[src/rtl/rob_pkg.sv]
// Shared types for the reorder buffer: entry layout and flush-walk FSM states.
package rob_pkg;

    localparam int PRD_W = 7;
    localparam int ARD_W = 5;

    typedef struct packed {
        logic             valid;
        logic             done;
        logic             has_rd;
        logic [ARD_W-1:0] arch_rd;
        logic [PRD_W-1:0] new_prd;
        logic [PRD_W-1:0] old_prd;
    } rob_entry_t;

    typedef enum logic {
        IDLE,
        WALK
    } rob_state_e;

endpackage

[src/rtl/rob_retire_if.sv]
// Rename/execute/retire handshake bundle of the reorder buffer.
// master = rename/execute side, slave = rob_retire.
interface rob_retire_if #(
    parameter int DEPTH = 32,
    parameter int PRD_W = 7,
    parameter int ARD_W = 5
);
    localparam int IW = $clog2(DEPTH);

    logic             alloc_valid;
    logic             alloc_ready;
    logic             alloc_has_rd;
    logic [ARD_W-1:0] alloc_arch_rd;
    logic [PRD_W-1:0] alloc_new_prd;
    logic [PRD_W-1:0] alloc_old_prd;
    logic [IW-1:0]    alloc_idx;
    logic             cmpl_valid;
    logic [IW-1:0]    cmpl_idx;
    logic             free_push;
    logic [PRD_W-1:0] free_prd;
    logic             commit_valid;
    logic [ARD_W-1:0] commit_arch_rd;
    logic [PRD_W-1:0] commit_prd;
    logic             rob_empty;

    modport master (
        output alloc_valid, alloc_has_rd, alloc_arch_rd,
        output alloc_new_prd, alloc_old_prd,
        output cmpl_valid, cmpl_idx,
        input  alloc_ready, alloc_idx,
        input  free_push, free_prd,
        input  commit_valid, commit_arch_rd, commit_prd,
        input  rob_empty
    );

    modport slave (
        input  alloc_valid, alloc_has_rd, alloc_arch_rd,
        input  alloc_new_prd, alloc_old_prd,
        input  cmpl_valid, cmpl_idx,
        output alloc_ready, alloc_idx,
        output free_push, free_prd,
        output commit_valid, commit_arch_rd, commit_prd,
        output rob_empty
    );

endinterface

[src/rtl/rob_ptr.sv]
// Wrapping ROB pointer with increment/decrement enables.
module rob_ptr #(
    parameter int W = 5
) (
    input  logic         clk,
    input  logic         rst,
    input  logic         inc,
    input  logic         dec,
    output logic [W-1:0] ptr
);

    always_ff @(posedge clk) begin
        if (rst)
            ptr <= '0;
        else if (inc && !dec)
            ptr <= ptr + W'(1);
        else if (dec && !inc)
            ptr <= ptr - W'(1);
    end

endmodule

[src/rtl/rob_retire.sv]
// In-order retirement ROB feeding superseded physical registers back to free_list.
// ROB_FLUSH_EN adds flush/flush_busy and a tail-walk squash FSM.
module rob_retire
    import rob_pkg::*;
#(
    parameter int DEPTH = 32,
    parameter int PRD_W = rob_pkg::PRD_W,
    parameter int ARD_W = rob_pkg::ARD_W
) (
    input  logic       clk,
    input  logic       rst,
`ifdef ROB_FLUSH_EN
    input  logic       flush,
    output logic       flush_busy,
`endif
    rob_retire_if.slave rob
);

    localparam int IW = $clog2(DEPTH);
    localparam int CW = IW + 1;

    rob_entry_t       ent [DEPTH];
    rob_entry_t       h_ent;
    logic [IW-1:0]    head;
    logic [IW-1:0]    tail;
    logic [IW-1:0]    tail_m1;
    logic [CW-1:0]    count;
    logic             busy;
    logic             flush_go;
    logic             walk;
    logic             do_alloc;
    logic             do_cmpl;
    logic             ret;
    logic             fp;
    logic [PRD_W-1:0] fprd;
    logic [PRD_W-1:0] cprd;
    logic [ARD_W-1:0] carch;

`ifdef ROB_FLUSH_EN
    rob_state_e state;
    rob_state_e state_nx;

    always_ff @(posedge clk) begin
        if (rst)
            state <= IDLE;
        else
            state <= state_nx;
    end

    always_comb begin
        state_nx = state;
        flush_go = 1'b0;
        unique case (state)
            IDLE: begin
                if (flush && count != '0) begin
                    flush_go = 1'b1;
                    state_nx = WALK;
                end
            end
            WALK: begin
                if (count == CW'(1))
                    state_nx = IDLE;
            end
            default: state_nx = IDLE;
        endcase
    end

    assign busy       = (state == WALK);
    assign flush_busy = busy;
`else
    assign busy     = 1'b0;
    assign flush_go = 1'b0;
`endif

    assign walk    = busy;
    assign tail_m1 = tail - IW'(1);
    assign h_ent   = ent[head];

    // A flush accepted this cycle blocks every other state change.
    assign rob.alloc_ready = (count != CW'(DEPTH)) && !busy && !flush_go;
    assign do_alloc = rob.alloc_valid && rob.alloc_ready;
    assign ret      = h_ent.valid && h_ent.done && !busy && !flush_go;
    assign do_cmpl  = rob.cmpl_valid && ent[rob.cmpl_idx].valid
                      && !busy && !flush_go;

    rob_ptr #(.W(IW)) u_head (
        .clk (clk),
        .rst (rst),
        .inc (ret),
        .dec (1'b0),
        .ptr (head)
    );

    rob_ptr #(.W(IW)) u_tail (
        .clk (clk),
        .rst (rst),
        .inc (do_alloc),
        .dec (walk),
        .ptr (tail)
    );

    always_ff @(posedge clk) begin
        if (rst) begin
            for (int i = 0; i < DEPTH; i++) begin
                ent[i].valid <= 1'b0;
                ent[i].done  <= 1'b0;
            end
        end else begin
            if (do_cmpl)
                ent[rob.cmpl_idx].done <= 1'b1;
            if (ret)
                ent[head].valid <= 1'b0;
            if (walk) begin
                ent[tail_m1].valid <= 1'b0;
                ent[tail_m1].done  <= 1'b0;
            end
            if (do_alloc) begin
                ent[tail].valid   <= 1'b1;
                ent[tail].done    <= 1'b0;
                ent[tail].has_rd  <= rob.alloc_has_rd;
                ent[tail].arch_rd <= rob.alloc_arch_rd;
                ent[tail].new_prd <= rob.alloc_new_prd;
                ent[tail].old_prd <= rob.alloc_old_prd;
            end
        end
    end

    always_ff @(posedge clk) begin
        if (rst)
            count <= '0;
        else
            count <= count + CW'(do_alloc) - CW'(ret) - CW'(walk);
    end

    // Squash walk frees the youngest new mapping; retire frees the old one.
    always_comb begin
        fp    = ret && h_ent.has_rd;
        fprd  = h_ent.old_prd;
        cprd  = h_ent.new_prd;
        carch = h_ent.arch_rd;
        if (walk) begin
            fp   = ent[tail_m1].has_rd;
            fprd = ent[tail_m1].new_prd;
        end
    end

    assign rob.alloc_idx      = tail;
    assign rob.commit_valid   = ret;
    assign rob.commit_arch_rd = carch;
    assign rob.commit_prd     = cprd;
    assign rob.free_push      = fp;
    assign rob.free_prd       = fprd;
    assign rob.rob_empty      = (count == '0);

endmodule

[src/flat_wrapper.sv]
// flat-port wrapper written by rule: the top's interface ports become plain ports
module rob_retire_flat import rob_pkg::*;
#(
    parameter int DEPTH = 32,
    parameter int PRD_W = rob_pkg::PRD_W,
    parameter int ARD_W = rob_pkg::ARD_W
)
  (clk, rst, rob_alloc_valid, rob_alloc_has_rd, rob_alloc_arch_rd, rob_alloc_new_prd, rob_alloc_old_prd, rob_cmpl_valid, rob_cmpl_idx, rob_alloc_ready, rob_alloc_idx, rob_free_push, rob_free_prd, rob_commit_valid, rob_commit_arch_rd, rob_commit_prd, rob_rob_empty);
  rob_retire_if #(.DEPTH(DEPTH), .PRD_W(PRD_W), .ARD_W(ARD_W)) rob_i ();
  input  logic clk;
  input  logic rst;
  input wire logic [$bits(rob_i.alloc_valid)-1:0] rob_alloc_valid;
  input wire logic [$bits(rob_i.alloc_has_rd)-1:0] rob_alloc_has_rd;
  input wire logic [$bits(rob_i.alloc_arch_rd)-1:0] rob_alloc_arch_rd;
  input wire logic [$bits(rob_i.alloc_new_prd)-1:0] rob_alloc_new_prd;
  input wire logic [$bits(rob_i.alloc_old_prd)-1:0] rob_alloc_old_prd;
  input wire logic [$bits(rob_i.cmpl_valid)-1:0] rob_cmpl_valid;
  input wire logic [$bits(rob_i.cmpl_idx)-1:0] rob_cmpl_idx;
  output wire logic [$bits(rob_i.alloc_ready)-1:0] rob_alloc_ready;
  output wire logic [$bits(rob_i.alloc_idx)-1:0] rob_alloc_idx;
  output wire logic [$bits(rob_i.free_push)-1:0] rob_free_push;
  output wire logic [$bits(rob_i.free_prd)-1:0] rob_free_prd;
  output wire logic [$bits(rob_i.commit_valid)-1:0] rob_commit_valid;
  output wire logic [$bits(rob_i.commit_arch_rd)-1:0] rob_commit_arch_rd;
  output wire logic [$bits(rob_i.commit_prd)-1:0] rob_commit_prd;
  output wire logic [$bits(rob_i.rob_empty)-1:0] rob_rob_empty;
  assign rob_i.alloc_valid = rob_alloc_valid;
  assign rob_i.alloc_has_rd = rob_alloc_has_rd;
  assign rob_i.alloc_arch_rd = rob_alloc_arch_rd;
  assign rob_i.alloc_new_prd = rob_alloc_new_prd;
  assign rob_i.alloc_old_prd = rob_alloc_old_prd;
  assign rob_i.cmpl_valid = rob_cmpl_valid;
  assign rob_i.cmpl_idx = rob_cmpl_idx;
  assign rob_alloc_ready = rob_i.alloc_ready;
  assign rob_alloc_idx = rob_i.alloc_idx;
  assign rob_free_push = rob_i.free_push;
  assign rob_free_prd = rob_i.free_prd;
  assign rob_commit_valid = rob_i.commit_valid;
  assign rob_commit_arch_rd = rob_i.commit_arch_rd;
  assign rob_commit_prd = rob_i.commit_prd;
  assign rob_rob_empty = rob_i.rob_empty;
  rob_retire #(.DEPTH(DEPTH), .PRD_W(PRD_W), .ARD_W(ARD_W)) u_core (.clk(clk), .rst(rst), .rob(rob_i));
endmodule
[config.mk]
export PLATFORM = sky130hd
export DESIGN_NAME = rob_retire_flat
export DESIGN_NICKNAME = d
export VERILOG_FILES = /design/src/rtl/rob_pkg.sv /design/src/rtl/rob_retire_if.sv /design/src/rtl/rob_ptr.sv /design/src/rtl/rob_retire.sv /design/src/flat_wrapper.sv
export SDC_FILE = /design/constraint.sdc
export NUM_CORES = 1
export LEC_CHECK = 0
export CAP_MARGIN = 5
export CORE_MARGIN = 4
export CORE_UTILIZATION = 35
export CTS_CLUSTER_DIAMETER = 30
export DETAILED_ROUTE_END_ITERATION = 16
export REMOVE_ABC_BUFFERS = 1
export SYNTH_ARGS = -nofsm -noshare
export SYNTH_HDL_FRONTEND = slang
export SYNTH_HIERARCHICAL = 1
export SYNTH_SLANG_ARGS = --single-unit
export TNS_END_PERCENT = 20
[constraint.sdc]
create_clock -name clk -period 3.49 [get_ports clk]
set_input_delay 0.698 -clock clk [delete_from_list [all_inputs] [get_ports clk]]
set_output_delay 0.698 -clock clk [all_outputs]
set_load 0.01 [all_outputs]
### After elaboration in Yosys (flattened, before gate mapping)

Memory sizes are Yosys's and may differ from the RTL's. A register that Yosys moved wholly into a read port is not among the register bits.
Cells that the tools add are included.

* flip-flop bits (word level): 16
* bits in writable memories: 704
* input bits: 29
* output and inout port bits: 28
* logic and storage cells: 39
* memories: 1

Memories
* u_core.ent: words 32, bits a word 22, read ports 2, clocked after Yosys merged registers in 1, write ports 32, line rob_retire.sv:22 `rob_entry_t ent [DEPTH];`

* add/sub/neg operators: 4
* equality and inequality tests: 1
* muxes and demuxes: 22
* reduce and logical (&&, ||, !) cells: 8

Operators by type and width (number)
* $mux W22: 3
* $reduce_or A22 Y1: 3
* $mux W5: 5
* $mux W1: 11
* $add A5 B1 Y5 const B: 2
* $add A6 B1 Y6: 1
* $logic_not A6 Y1: 1
* $mux W3: 2
* $ne A6 B6 Y1 const B: 1
* $sub A6 B1 Y6: 1
* $logic_and A1 B1 Y1: 4
* $mux W2: 1

### Logic depth before layout (Yosys ltp)

Gate-level depths: netlist of run 1.

* depth in word-level cells: 7
* depth in mapped cells: 16
* gate-level depth less buffers: 13

### Hierarchy

The synthesis of run 1 kept the hierarchy.

Modules (own cells, without submodules)
* rob_retire: instances 1, cells each 1409, area each 27799.2 um2, sequential area each 20619.8 um2
* rob_ptr: instances 2, cells each 36, area each 324.1 um2, sequential area each 100.1 um2

### Worst setup path after synthesis of run 1

No wires, ideal clock.

* path kind: flip-flop to flip-flop
* from: register u_core.u_head.ptr[0]
* to: register u_core.u_head.ptr[4]
* arrival: 3436 ps
* data required time: 3369 ps
* slack: -66 ps
* stages on the path, launching flop included: 15
* clock period less this slack: 3556 ps
* cells stage by stage: dfxtp_1 buf_2 buf_4 mux2i_1 o22ai_1 o41ai_2 buf_2 a21oi_1 ha_1 inv_1 ha_1 a21oi_1 a211oi_1 a31oi_1 mux2_2

* longest elaborated chain between the ends: 1

RTL lines
* from (decl): line rob_ptr.sv:9 `output logic [W-1:0] ptr`
* from (signal assigned): line rob_ptr.sv:16 `ptr <= ptr + W'(1);`
* from (signal assigned): line rob_ptr.sv:18 `ptr <= ptr - W'(1);`
* $add A5 B1 Y5: line rob_ptr.sv:16

Every way passes these cells.
A chain may end at the register's enable or synchronous reset.

==> impl_metrics.py, run 1 <==
metrics = {
    "pwr": {
        "power_mw": 25.7,
        "internal_power_mw": 19.3,
        "p_leak_nw": 12.0,
        "seq_power_share_pct": 38.2,
        "power.density_cell_area_nw_per_um2": 693,
        "power.share.switching_pct": 24.9,
        "clkPwrFrac_pct": 49.0,
        "ir_worst_vdd_v": 0.000381,
        "switchingPower_mw": 6.42,
        "pwr-share-comb_pct": 12.8,
    },
    "sta": {
        "tightest_slew_ns": 1.06,
        "fin_ws_ns": 0.0332,
        "rsz0062_at_grt": "true",
        "max-slew-margin-rel_pct": 28.8,
        "fin_crit_ns": 3.46,
        "hold_violations": 0,
        "hold_slack_ns": 0.458,
        "post-route-period-util_pct": 99.0,
        "fmax_mhz": 289,
        "clock_skew_ns": 0.0366,
        "finalSetupViolations": 0,
        "maxSlewViolCount": 0,
    },
    "yosys": {
        "synth_top_flop_cell": "edfxtp_1",
        "ys_types": 56,
        "synth_enable_flop_cells": 640,
        "yosysWarningCount": 6,
        "avgSynthCellArea_um2": 19.2,
        "ys_seq_area_share_pct": 73.2,
        "postSynth.asyncResetShare_pct": 0,
        "syn-instance-count": 1481,
        "syn_area_um2": 28400,
        "ys_ff_latch": 720,
    },
    "die": {
        "die_area_um2": 85900,
        "die_y_um": 293,
        "coreArea_um2": 80500,
        "row_count": 104,
        "io_pins": 57,
        "die_x_um": 293,
        "start_util_pct": 35.3,
    },
    "final_layout": {
        "drive_above_1_share_pct": 36.9,
        "final_cells": 2926,
        "num-fill-cells": 6609,
        "diodes": 0,
        "layout.nets": 1808,
        "post-route-util_pct": 46.1,
        "area_delta_synth_final_pct": 30.5,
    },
    "critical_path": {
        "cp_max_fo": 14,
        "reg2regPathDepth": 15,
        "startpoint": "u_core/u_head/ptr[0]",
        "r2r-start": "u_core/u_head/ptr[0]",
        "endpoint_kind": "output pin",
        "cpPeakStageDelay_ns": 0.57,
        "required_ns": 2.79,
        "crit_slowest_cell": "mux4_2",
        "path_cells": "buf_12 -> buf_12 -> buf_16 -> mux4_2 -> o22ai_2 -> nor4_2 -> buf_4 -> and2_4 -> buf_6",
        "crit_type": "reg -> out",
        "cp_common_cell": "buf_12",
        "setup.worst_path.start_class": "flip-flop",
        "critPathArrivalTime_ns": 2.76,
    },
    "place": {
        "placement.io_buffers": 56,
        "hpwl_um": 45700,
        "place_ws_ns": -0.0282,
        "dp_cells": 2628,
        "place_congestion": 0.900,
    },
    "drt": {
        "drt_first_pass_iters": 6,
        "vias_per_cell": 5.63,
        "drc_errors": 0,
        "dr_total_vias": 16465,
        "wirelength_um": 80600,
        "final_antenna_net_count": 0,
        "first_iter_violations": 1850,
        "wl_per_cell_um": 27.5,
    },
    "global_route": {
        "first_global_vias": 16716,
        "grt_antenna_before_repair": 1,
        "grt_pass1_wl_um": 116000,
        "grt_max_degree": 57,
        "grt_usage_pct": 18.7,
        "gr-total-overflow": 0,
    },
    "clocking": {
        "postCtsHoldBufs": 0,
        "cts_buffers": 132,
        "cts.clk_slew.worst_paths_ns": 0.04,
        "clockRootBuffer": "clkbuf_16",
        "h-tree-depth": 4,
        "max-clock-path-buffers": 3,
        "worstSkewPairLatency_ns": 0.71,
        "cts_tree": "done",
        "cts_sinks": 720,
    },
    "worst_hold_path": {
        "hp-class": "reg -> reg",
        "hold_start": "u_core/ent[3][20]",
        "whs_path_depth": 2,
    },
    "flow_run": {
        "drv_cap": 0,
    },
    "status": {
        "status": "finished, final reports clean",
    },
}
[repair_timing]
item                       4_1_cts  5_1_grt
buffers inserted                31       16
gates resized for setup        128       50
gates cloned                    10        3
hold endpoints to repair         0        0
pin swaps                       15       26
setup endpoints to repair       22       21
[per-stage QoR]
step | area (um2) | TNS, ns
finish | 37100 | 0
floorplan | 28000 | -479.44
detailed placement | 31400 | -0.0282
CTS | 36800 | -0.713
global route | 37100 | -0.512
global placement | 31400 | 0
[cells by family after synthesis]
family                   Yosys count  share of synthesized area [%]
adder cells (fa/ha/maj)           19                          0.915
AO/OA/AOI/OAI                    200                           5.26
AND/OR/NAND/NOR                  216                           4.00
multiplexers                     202                           14.6
other                              1                         0.0132
XOR/XNOR                           9                          0.277
flip-flops                       720                           73.2
buffers and inverters            114                           1.76
[state kept, by name, summed over array words and instances, names as in the netlist]
| name | flops |
|---|---|
| u_core/count | 6 |
| u_core/ent | 704 |
| u_core/u_head/ptr | 5 |
| u_core/u_tail/ptr | 5 |
[layout by cell type, fill, tap and decap left out, types with 6 or more instances in the layout]
cell | Yosys | routed
edfxtp_1 | 640 | 640
mux4_2 | 170 | 170
clkbuf_16 | 0 | 135
buf_4 | 3 | 124
dfxtp_1 | 80 | 76
a22oi_1 | 95 | 54
nand2_1 | 53 | 53
a22oi_2 | 0 | 41
nor2_1 | 70 | 36
clkdlybuf4s50_1 | 0 | 35
buf_12 | 0 | 32
nor2_4 | 0 | 31
mux2i_1 | 30 | 25
clkbuf_1 | 51 | 21
nand4_1 | 20 | 20
inv_1 | 20 | 19
clkinv_1 | 0 | 18
clkinv_2 | 0 | 16
o21ai_1 | 15 | 16
a2bb2oi_1 | 16 | 16
buf_2 | 31 | 15
bufinv_16 | 0 | 14
buf_16 | 0 | 14
o311ai_1 | 14 | 14
ha_1 | 16 | 14
o22ai_1 | 17 | 13
a31o_1 | 10 | 10
nor4_1 | 11 | 10
a21oi_1 | 12 | 10
clkinv_4 | 0 | 9
or4_1 | 9 | 9
inv_16 | 0 | 8
o32ai_1 | 8 | 8
clkbuf_8 | 0 | 6
clkinvlp_4 | 0 | 6
nand3b_1 | 6 | 6
xnor2_1 | 6 | 6
[critical path: cells and delay by family, from the launching register on]
family	cells	cell delay [ns]
flops	1	0.38
buf+inv	5	0.71
simple gates	2	0.19
compound gates	1	0.18
mux	1	0.57
[area by class of cell]
class / instances / area [um2] / area share, %
Timing Repair Buffer: 238 / 2700 / 7.27
Multi-Input combinational cell: 648 / 7700 / 20.8
Clock inverter: 81 / 1030 / 2.78
Sequential cell: 720 / 20800 / 56.1
Tap cell: 1060 / 1330 / 3.57
Inverter: 20 / 75.1 / 0.202
Clock buffer: 159 / 3460 / 9.33
[path summary, 6_finish.rpt]
| check | end | slack (ns) |
|---|---|---|
| max reg2reg | u_core/u_head/ptr[4] | 0.18 |
| max | rob_free_push | 0.03 |
| min reg2reg | u_core/ent[3][20] | 0.46 |
| min | u_core/ent[3][20] | 0.46 |
[synth_stat cells (all sizes together) (9+ instances only)]
cell,count,area (um2)
a31o,10,87.6
a21oi,12,60.1
nor4,11,68.8
inv,20,75.1
clkbuf,51,191
a2bb2oi,16,140
nand4,20,125
o22ai,17,106
o311ai,14,123
edfxtp,640,19200
o21ai,17,85.1
buf,43,234
a22oi,95,713
or4,9,67.6
dfxtp,80,1600
mux4,170,3830
nand2,53,199
nor2,70,263
mux2i,30,300
ha,16,200
[per-layer routing]
layer  track usage, %  up-vias  share of wire [%]
met3             4.95      172                8.1
met1             24.7     8742                 40
met5                0        -              0.016
met4             6.66        2                3.3
met2             30.0      762                 48
li1                 -     6787                  -
[power by group through the flow]
stage | combinational, mW | clock [mW] | sequential [mW]
6_report | 3.29 | 12.6 | 9.83
3_3_place_gp | 2.95 | 0 | 9.97
5_1_grt | 3.49 | 13.3 | 9.85
3_5_place_dp | 2.99 | 0 | 9.98
2_1_floorplan | 1.62 | 0 | 10.1
4_1_cts | 3.20 | 12.8 | 9.83
No activity file was read; power rests on OpenSTA's default activity.
==> run 2, diff against run 1 <==
--- a/config.mk
+++ b/config.mk
@@ -10,6 +10,8 @@
 export CORE_UTILIZATION = 35
 export CTS_CLUSTER_DIAMETER = 30
 export DETAILED_ROUTE_END_ITERATION = 16
+export DONT_BUFFER_PORTS = 1
+export RECOVER_POWER = 100
 export REMOVE_ABC_BUFFERS = 1
 export SYNTH_ARGS = -nofsm -noshare
 export SYNTH_HDL_FRONTEND = slang
==> impl_metrics.py, run 2 (synthesized netlist as in run 1, its figures left out) <==
metrics = {
    "final_layout": {
        "max_flop_register": "u_core/ent",
        "fin_area_um2": 35200,
        "layout_commonest_cell": "edfxtp_1",
        "drive_above_1_share_pct": 31.2,
        "layout_common_cells": "640 x edfxtp_1, 170 x mux4_2, 145 x clkbuf_16, 83 x a22oi_1, 76 x dfxtp_1",
        "area_delta_synth_final_pct": 23.8,
        "post-route-util_pct": 43.7,
        "largest_reg_flops": 704,
        "diodes": 0,
        "layout.nets": 1687,
        "top_regs": "u_core/ent x704, u_core/count x6",
    },
    "critical_path": {
        "startpoint": "u_core/u_head/ptr[0]",
        "endpoint_kind": "output pin",
        "reg2reg_setup_slack_ns": 0.10,
        "worstReg2RegEnd": "u_core/u_head/ptr[4]",
        "reg2regPathDepth": 13,
        "required_ns": 2.79,
        "crit_type": "reg -> out",
        "r2r-start": "u_core/u_head/ptr[0]",
        "critPathArrivalTime_ns": 2.77,
        "cp-endpoint": "rob_free_prd[0]",
        "cp_max_fo": 10,
        "setup.worst_path.start_class": "flip-flop",
    },
    "die": {
        "die_y_um": 293,
        "coreArea_um2": 80500,
        "row_count": 104,
        "die_area_um2": 85900,
        "start_util_pct": 35.3,
        "die_x_um": 293,
        "io_pins": 57,
    },
    "global_route": {
        "grt_pass1_wl_um": 112000,
        "grt_usage_pct": 18.0,
        "first_global_vias": 16260,
        "gr-total-overflow": 0,
        "grt_max_degree": 63,
        "grt_antenna_before_repair": 0,
    },
    "pwr": {
        "clkPwrFrac_pct": 50.6,
        "pwr-share-comb_pct": 10.3,
        "internal_power_mw": 19.1,
        "ir_worst_vdd_v": 0.000337,
        "p_leak_nw": 11.2,
        "seq_power_share_pct": 39.1,
        "switchingPower_mw": 6.11,
        "power.density_cell_area_nw_per_um2": 715,
        "power.share.switching_pct": 24.3,
        "power_mw": 25.2,
    },
    "sta": {
        "rsz0062_at_grt": "true",
        "finalSetupViolations": 0,
        "tightest_slew_ns": 1.67,
        "post-route-period-util_pct": 99.3,
        "fin_crit_ns": 3.47,
        "fin_ws_ns": 0.0250,
        "clock_skew_ns": 0.0238,
        "fmax_mhz": 289,
        "fin_tns_setup_ns": 0,
        "max-slew-margin-rel_pct": -11.7,
        "hold_violations": 0,
        "maxSlewViolCount": 9,
    },
    "place": {
        "place_congestion": 0.861,
        "hpwl_um": 42700,
        "place_ws_ns": -0.0597,
        "placement.io_buffers": 0,
        "place_area_um2": 30700,
    },
    "drt": {
        "final_antenna_net_count": 0,
        "first_iter_violations": 1601,
        "vias_per_cell": 5.64,
        "wl_per_cell_um": 27.9,
        "drc_errors": 0,
        "drt_first_pass_iters": 7,
        "wirelength_um": 78400,
        "dr_total_vias": 15872,
    },
    "status": {
        "status": "complete, but fails checks",
        "violations": "capacitance limit, slew limit",
    },
    "clocking": {
        "cts_tree": "done",
        "worstSkewPairLatency_ns": 0.71,
        "h-tree-depth": 4,
        "clockRootBuffer": "clkbuf_16",
        "cts.clk_slew.worst_paths_ns": 0.04,
        "max-clock-path-buffers": 3,
        "postCtsHoldBufs": 0,
        "cts_sinks": 720,
        "cts_buffers": 134,
    },
    "worst_hold_path": {
        "hp-class": "in -> reg",
    },
    "flow_run": {
        "drv_cap": 1,
    },
}
-- run 2: cell type report --
| class | count | area, um2 |
|---|---|---|
| flip-flops and latches | 720 | 20800 |
| clock inverters | 83 | 843 |
| well taps | 1060 | 1330 |
| inverters | 20 | 75.1 |
| clock buffers | 166 | 3670 |
| repair buffers | 115 | 1080 |
| fillers | 6754 | 45300 |
| multi-input cells | 648 | 7380 |
-- run 2: what timing repair did --
item                       4_1_cts  5_1_grt
setup buffers                    8        2
setup endpoints to repair       22       21
gates resized for setup         17       29
pin swaps                        3        7
gates cloned                     4        3
-- run 2: power groups by stage --
stage / logic [mW] / clock network (mW) / registers, mW
after floorplan: 1.62 / 0 / 10.1
after global placement: 2.51 / 0 / 10.0
after detailed placement: 2.54 / 0 / 10.0
after CTS: 2.65 / 12.9 / 9.85
after global routing: 2.75 / 13.4 / 9.88
final: 2.59 / 12.7 / 9.86
-- run 2: routing by layer --
metal | vias up | GRT usage, % | wire, um
met1 | 8517 | 23.7 | 31600
met5 | - | 0 | 0
met2 | 663 | 29.2 | 38300
met4 | 0 | 6.20 | 2150
li1 | 6547 | - | -
met3 | 145 | 4.75 | 6290
-- run 2: how the worst min path moves through the flow --
stage | from | to | slack [ns] | cells after the start
floorplan | u_core/ent[10][20] | u_core/ent[10][20] | 0.43 | 2
global placement | u_core/ent[23][20] | u_core/ent[23][20] | 0.44 | 2
detailed placement | u_core/ent[2][20] | u_core/ent[2][20] | 0.45 | 2
CTS | rst | u_core/u_tail/ptr[2] | 0.02 | 1
global route | rst | u_core/u_tail/ptr[2] | 0.04 | 1
finish | rst | u_core/u_tail/ptr[2] | 0.08 | 1
-- run 2: per-stage QoR --
step / std cells / hold WS [ns]
after detailed placement: 2547 / 0.445
after global placement: 2547 / 0.443
after global routing: 2812 / 0.0435
after CTS: 2808 / 0.0238
final: 2812 / 0.0779
after floorplan: 1388 / 0.430
-- run 2: critical path: stages, from the launching register on --
cell and delay (ns):
dfxtp_4 0.40, buf_12 0.16, buf_16 0.17, mux4_2 0.51, a22oi_1 0.45, nand4_1 0.17
buf_4 0.18
